`src/rtl/relm_i2c_target.sv`:
```
// I2C target exposing a 2**WRA byte register file; ReLM software shares the same
// registers through a {strobe, index, data} push port and a combinational pop port.
module relm_i2c_target #(
  parameter int         WD       = 32,
  parameter int         WRA      = 4,
  parameter logic [6:0] I2C_ADDR = 7'h42
) (
  input  logic        clk,
  input  logic        rst,
  input  logic        scl_in,
  input  logic        sda_in,
  output logic        sda_oe_out,
  input  logic [WD:0] push_d,
  input  logic [WD:0] pop_d,
  output logic [WD:0] pop_q
);

  localparam int NREG = 2 ** WRA;

  typedef enum logic [3:0] {
    IDLE, ADDR, ADDR_ACK, REG, REG_ACK, WDATA, WDATA_ACK, RDATA, RDATA_ACK, IGNORE
  } state_t;

  state_t           state, state_n;
  logic [2:0]       scl_s, sda_s;
  logic [2:0]       bit_cnt, bit_cnt_n;
  logic [7:0]       shreg, shreg_n, shifted;
  logic [WRA-1:0]   ptr, ptr_n, ptr_inc;
  logic             rw, rw_n, oe_n, i2c_we;
  logic             start_ev, stop_ev, rise, fall, sda_bit;
  logic [7:0]       regs [NREG];
  logic [NREG-1:0]  dirty;

  logic [WRA-1:0]   push_idx, pop_idx;
  logic             unused_bits;

  assign push_idx    = push_d[8 +: WRA];
  assign pop_idx     = pop_d[8 +: WRA];
  assign unused_bits = ^{push_d[WD-1:8+WRA], pop_d[WD-1:8+WRA], pop_d[7:0]};

  // [0] and [1] form the synchronizer; [2] is the previous value for edge detection.
  always_ff @(posedge clk or posedge rst) begin
    if (rst) begin
      scl_s <= 3'b111;
      sda_s <= 3'b111;
    end else begin
      scl_s <= {scl_s[1:0], scl_in};
      sda_s <= {sda_s[1:0], sda_in};
    end
  end

  assign sda_bit  = sda_s[1];
  assign rise     = scl_s[1] & ~scl_s[2];
  assign fall     = ~scl_s[1] & scl_s[2];
  assign start_ev = scl_s[1] & scl_s[2] & sda_s[2] & ~sda_s[1];
  assign stop_ev  = scl_s[1] & scl_s[2] & ~sda_s[2] & sda_s[1];
  assign shifted  = {shreg[6:0], sda_bit};
  assign ptr_inc  = ptr + WRA'(1);

  // NOTE: state registers use non-blocking assignments so every flop samples pre-edge values.
  always_ff @(posedge clk or posedge rst) begin
    if (rst) begin
      state      <= IDLE;
      bit_cnt    <= '0;
      shreg      <= '0;
      ptr        <= '0;
      rw         <= 1'b0;
      sda_oe_out <= 1'b0;
    end else begin
      state      <= state_n;
      bit_cnt    <= bit_cnt_n;
      shreg      <= shreg_n;
      ptr        <= ptr_n;
      rw         <= rw_n;
      sda_oe_out <= oe_n;
    end
  end

  // NOTE: every output of this block gets a default first, so no path can infer a latch.
  always_comb begin
    state_n   = state;
    bit_cnt_n = bit_cnt;
    shreg_n   = shreg;
    ptr_n     = ptr;
    rw_n      = rw;
    oe_n      = sda_oe_out;
    i2c_we    = 1'b0;
    if (stop_ev) begin
      state_n = IDLE;
      oe_n    = 1'b0;
    end else if (start_ev) begin
      state_n   = ADDR;
      bit_cnt_n = '0;
      oe_n      = 1'b0;
    end else begin
      case (state)
        ADDR, REG, WDATA: begin
          if (rise) begin
            shreg_n   = shifted;
            bit_cnt_n = bit_cnt + 3'd1;
            if (bit_cnt == 3'd7) begin
              if (state == ADDR) begin
                if (shifted[7:1] == I2C_ADDR) begin
                  state_n = ADDR_ACK;
                  rw_n    = shifted[0];
                end else begin
                  state_n = IGNORE;
                end
              end else if (state == REG) begin
                ptr_n   = shifted[WRA-1:0];
                state_n = REG_ACK;
              end else begin
                i2c_we  = 1'b1;
                ptr_n   = ptr_inc;
                state_n = WDATA_ACK;
              end
            end
          end
        end
        // First fall after the byte pulls SDA low, the second ends the ACK slot.
        ADDR_ACK, REG_ACK, WDATA_ACK: begin
          if (fall) begin
            if (!sda_oe_out) begin
              oe_n = 1'b1;
            end else if (state == ADDR_ACK && rw) begin
              shreg_n = regs[ptr];
              oe_n    = ~regs[ptr][7];
              state_n = RDATA;
            end else begin
              oe_n    = 1'b0;
              state_n = (state == ADDR_ACK) ? REG : WDATA;
            end
          end
        end
        RDATA: begin
          if (fall) oe_n = ~shreg[7];
          if (rise) begin
            shreg_n   = {shreg[6:0], 1'b0};
            bit_cnt_n = bit_cnt + 3'd1;
            if (bit_cnt == 3'd7) state_n = RDATA_ACK;
          end
        end
        RDATA_ACK: begin
          if (fall) oe_n = 1'b0;
          if (rise) begin
            if (!sda_bit) begin
              ptr_n   = ptr_inc;
              shreg_n = regs[ptr_inc];
              state_n = RDATA;
            end else begin
              state_n = IGNORE;
            end
          end
        end
        IGNORE:  oe_n = 1'b0;
        default: ;
      endcase
    end
  end

  // I2C accesses are ordered after host accesses so the bus write and dirty-set win collisions.
  // NOTE: the register file is reset explicitly because software may read it before any write.
  always_ff @(posedge clk or posedge rst) begin
    if (rst) begin
      for (int i = 0; i < NREG; i++) regs[i] <= '0;
      dirty <= '0;
    end else begin
      if (push_d[WD]) regs[push_idx] <= push_d[7:0];
      if (i2c_we)     regs[ptr]      <= shifted;
      if (pop_d[WD])  dirty[pop_idx] <= 1'b0;
      if (i2c_we)     dirty[ptr]     <= 1'b1;
    end
  end

  always_comb begin
    pop_q      = '0;
    pop_q[7:0] = regs[pop_idx];
    pop_q[8]   = dirty[pop_idx];
    pop_q[9]   = (state != IDLE);
  end

endmodule

```
`config.mk`:
```
export PLATFORM = sky130hd
export DESIGN_NAME = relm_i2c_target
export DESIGN_NICKNAME = d
export VERILOG_FILES = /design/src/rtl/relm_i2c_target.sv
export SDC_FILE = /design/constraint.sdc
export NUM_CORES = 1
export LEC_CHECK = 0
export CORE_UTILIZATION = 30
export DETAILED_ROUTE_END_ITERATION = 8
export PLACE_DENSITY = 0.48
export SYNTH_ARGS = -nofsm -noshare
export SYNTH_HDL_FRONTEND = slang
export SYNTH_SLANG_ARGS = --single-unit
```
`constraint.sdc`:
```
create_clock -name clk -period 7.27 [get_ports clk]
set_input_delay 0.727 -clock clk [delete_from_list [all_inputs] [get_ports clk]]
set_output_delay 0.727 -clock clk [all_outputs]
set_load 0.1 [all_outputs]
```
-- Word level (Yosys, flattened, before mapping)
Index checks and enable logic that the tools add are counted.
- bits in registers: 171
- output and inout port bits: 34
- input bits: 70
- add/subtract/negate cells: 2
- bitwise operators: 22
- $lt $le $gt $ge: 10
- equal/unequal tests: 29
- reduce and logical (&&, ||, !) cells: 21
- muxes and demuxes: 74
- operators by type and width (cell ; count):
    128-bit bitwise mux ; 2
    128-bit two-way mux ; 2
    8-bit two-way mux ; 15
    8-bit binary-select mux with 4-bit select ; 3
    4-bit two-way mux ; 18
    8-bit demux with 4-bit select ; 2
    4-bit inequality test (second input constant) ; 9
    16-bit two-way mux ; 2
    8-bit case mux with 4 select lines ; 1
    5-bit greater-or-equal comparator (second input constant) ; 4
    4-bit NOT with 5-bit output ; 4
    2-bit inequality test (second input constant) ; 9
    1-bit two-way mux ; 17
    16-bit bitwise AND ; 1
    4-bit by 3-bit equality test with 1-bit output (second input constant) ; 4
    16-bit NOT ; 1
    16-bit OR ; 1
    4-bit case mux with 4 select lines ; 1
    8-bit AND reduction ; 2
    3-bit two-way mux ; 5
    6-bit nonzero test ; 2
    4-bit by 5-bit less-than comparator with 1-bit output (second input constant) ; 2
    5-bit by 1-bit less-than comparator with 1-bit output (second input constant) ; 2
    10-bit AND reduction ; 1
    other kinds (23) ; 48

-- Longest topological paths before layout
- depth in word-level cells: 11
- mapped depth: 11
- mapped depth without buffers: 7

-- Worst setup path before layout
OpenSTA, ideal clock, no wires.
- path kind: input port to output port
- start point: in pop_d[8]
- end point: out pop_q[0]
- required time: 6.543 ns
- path slack: 4.168 ns
- cell stages on the path: 4
- arrival time: 2.375 ns
- buffers on the path: 2
- path through: buf_2 -> clkbuf_1 -> mux4_2 -> mux4_2
- cells in the longest elaborated chain, start to end: 4
- ends and longest elaborated chain (what ; RTL line ; text):
    from (decl) ; 14 ; input logic [WD:0] pop_d,
    4-bit NOT with 5-bit output (not written as such) ; 177 ; pop_q[7:0] = regs[pop_idx];
    8-bit binary-select mux with 4-bit select ; 177 ;
    8-bit two-way mux (not written as such) (2 in a row) ; 177 ;
    to (decl) ; 15 ; output logic [WD:0] pop_q
No other way between the ends. The select of a mux whose other input is x is not followed.

-- Final worst setup path
- start point: in pop_d[8]
- end point: out pop_q[1]
The elaborated chain is that of the path after synthesis.

==> results.yml <==
logic_synthesis:
  yosysWarnings: 0
  synth.area.top_cells: "dfrtp_1 (35%), mux4_2 (20%), mux2i_1 (12%), o21ai_1 (5.5%), nand2_1 (4.8%)"
  async_flop_share: 1.00
  ys_types: 71
  ys_seq_area_frac: 0.359
  yosys_most_used_dff: "dfrtp_1"
  synth_top_area_frac: 0.346
  synth_most_common_cell: "dfrtp_1"
  synth_seq_cells: 171
  synth_top_area_cell: "dfrtp_1"
  synth_edf_count: 0
  syn_area_sq_mm: 0.0119
  syn_avg_cell_area_sq_um: 10.8
  synthTopCellsByCount: "dfrtp_1 (165), nand2_1 (153), mux2i_1 (144), o21ai_1 (131), mux4_2 (104)"
  synthCells: 1110
min_path:
  whs_path_depth: 0
  min_from: "sda_s[0]$_DFF_PP1_"
  hp-class: "flop to flop"
  holdPathEnd: "sda_s[1]$_DFF_PP1_"
floorplan:
  die_h_um: 201
  start_util: 0.307
  placementRows: 72
  fp.dieW_um: 201
  io_pins: 104
  core_sq_mm: 0.0389
  die-area_sq_mm: 0.0406
place:
  hpwl_um: 25300
  place_ws_ns: 2.43
  gp_congestion: 0.850
  io_buffers: 32
  placed_area_sq_mm: 0.0123
timing:
  relSlewSlack: 0.182
  drv_slew: 0
  fmax_ghz: 0.209
  fin_crit_ns: 4.78
  finalSetupViolations: 0
  hold_viol_final: 0
  skew_ns: 0.0138
  worst_slew_pin_slew_ns: 1.21
  fin_tns_setup_ns: 0
  setup_slack_ns: 2.49
  period_share: 0.657
  rsz0062_at_grt: "no"
finish:
  area_growth_pct: 7.93
  layout-drive-gt1-share: 0.165
  num_antenna_cells: 0
  fin_area_sq_mm: 0.0129
  fin_nets: 1138
clock_network:
  cts_resized: 0
  cts-buffers-inserted: 17
  cts.path.max_buffers: 2
  holdBufCountCts: 0
  h-tree-depth: 4
  cts.clk_slew.worst_paths_ns: 0.06
  cts_tree: "built"
  clock_sinks: 171
  clock_latency_ns: 0.45
  cts_root_buf: "clkbuf_16"
  postCtsSetupBuffers: 0
run_status:
  status: "completed"
worst_setup_path:
  cp_data_required_time_ns: 6.54
  rr_worst_depth: 9
  crit_type: "input pin to output pin"
  worstSetupEndpointType: "output pin"
  startpoint_type: "input pin"
  reg2reg_from: "ptr[1]$_DFFE_PP0P_"
  path_max_fanout: 30
  reg2reg_slack_ns: 3.43
  rr_endpoint: "shreg[1]$_DFFE_PP0P_"
  worst-endpoint-arrival_ns: 4.05
routing:
  wl_per_cell_um: 22.9
  dr_total_vias: 8879
  drt_iter0_markers: 717
  ant_nets: 0
  drc: 0
  via_per_inst: 5.58
  firstDrtPassIters: 4
  routed_wirelength_um: 36500
power:
  ir_worst_vdd_mv: 0.197
  power_density_mw_per_mm2: 250
  p_leak_nw: 4.61
global_route:
  grt_pass1_wl_um: 56100
  grt_pass1_vias: 8834
  grt_start_max_net_pins: 66
  antenna_found_initial: 0
  grt.total_usage: 0.184
  overflow: 0
flow_run:
  drv_cap: 0
[layout by cell type (no fill, tap or decap), types with 6 or more instances in the layout]
cell type / Yosys / routed
nand3b_1: 8 / 8
mux2_2: 10 / 10
inv_1: 7 / 6
nor2b_1: 16 / 16
a21oi_1: 15 / 15
buf_4: 47 / 8
nor3_1: 7 / 7
clkbuf_16: 0 / 17
a31oi_1: 9 / 9
o21ai_1: 131 / 131
conb_1: 1 / 23
mux4_2: 104 / 104
nand3_1: 13 / 13
o22ai_1: 7 / 7
nand2b_1: 29 / 29
mux2i_1: 144 / 144
dfrtp_1: 165 / 163
dfstp_2: 6 / 6
a2111oi_0: 7 / 7
o21ai_0: 24 / 24
o22a_1: 7 / 7
clkdlybuf4s50_1: 0 / 30
nor2_1: 27 / 27
and3_1: 16 / 16
nand2_1: 153 / 153
[worst max-delay path by stage]
stage / from / endpoint / slack, ns
floorplan: rst / bit_cnt[0]$_DFFE_PP0P_ / 1.92
global placement: pop_d[8] / pop_q[1] / 2.44
detailed placement: pop_d[8] / pop_q[1] / 2.43
CTS: pop_d[8] / pop_q[1] / 2.43
global route: pop_d[8] / pop_q[0] / 2.32
finish: pop_d[8] / pop_q[1] / 2.49
[metrics by stage]
stage          power, mW  std cells   util  hold slack [ns]
2_1_floorplan       2.05       1132      -            0.345
3_3_place_gp        2.30       1561  0.317            0.347
3_5_place_dp        2.32       1561  0.317            0.348
4_1_cts             3.24       1591  0.331            0.361
5_1_grt             3.37       1591  0.331            0.367
6_report            3.23       1591  0.331            0.358
[metal layers]
layer	global-route usage	vias to the layer above	routed length, um	part of all wire
met5	0	-	0	0
met4	0.0565	0	730	0.020
met3	0.0279	47	1740	0.048
met2	0.304	296	17900	0.49
met1	0.247	4554	16200	0.44
li1	-	3982	-	-
[power breakdown]
group	internal [mW]	total [mW]	switching, mW
logic	0.396	0.839	0.443
clock network	0.513	0.925	0.412
registers	1.14	1.46	0.319
total	2.05	3.23	1.17
[kinds of logic after synthesis]
logic type | count (synthesis) | share of synthesized area
muxes | 261 | 0.330
xor gates and xnor gates | 4 | 0.00294
adders and majority gates | 6 | 0.00629
and+or+nand+nor | 295 | 0.121
other | 1 | 0.000314
buffers and inverters | 137 | 0.0653
AOI/OAI and AO/OA | 235 | 0.116
DFF | 171 | 0.359
[worst max-delay path, stage by stage]
cell and delay, ns:
buf_2 0.78, buf_4 0.43, mux4_2 0.55, mux4_2 0.54, clkdlybuf4s50_1 0.99
[final cells by class]
type / instances / area (sq um)
tap: 518 / 648
sequential: 171 / 4290
fill: 3932 / 26000
clock buffer: 20 / 447
clock inverter: 10 / 116
inverter: 8 / 35.0
timing repair buffer: 40 / 370
multi-input combinational: 824 / 6970
[state kept, by name, summed over array words and instances (netlist names)]
register / count
scl_s: 3
sda_oe_out: 1
rw: 1
ptr: 4
dirty: 16
shreg: 8
regs: 128
sda_s: 3
state: 4
bit_cnt: 3
(Power assumes the default switching activity.)
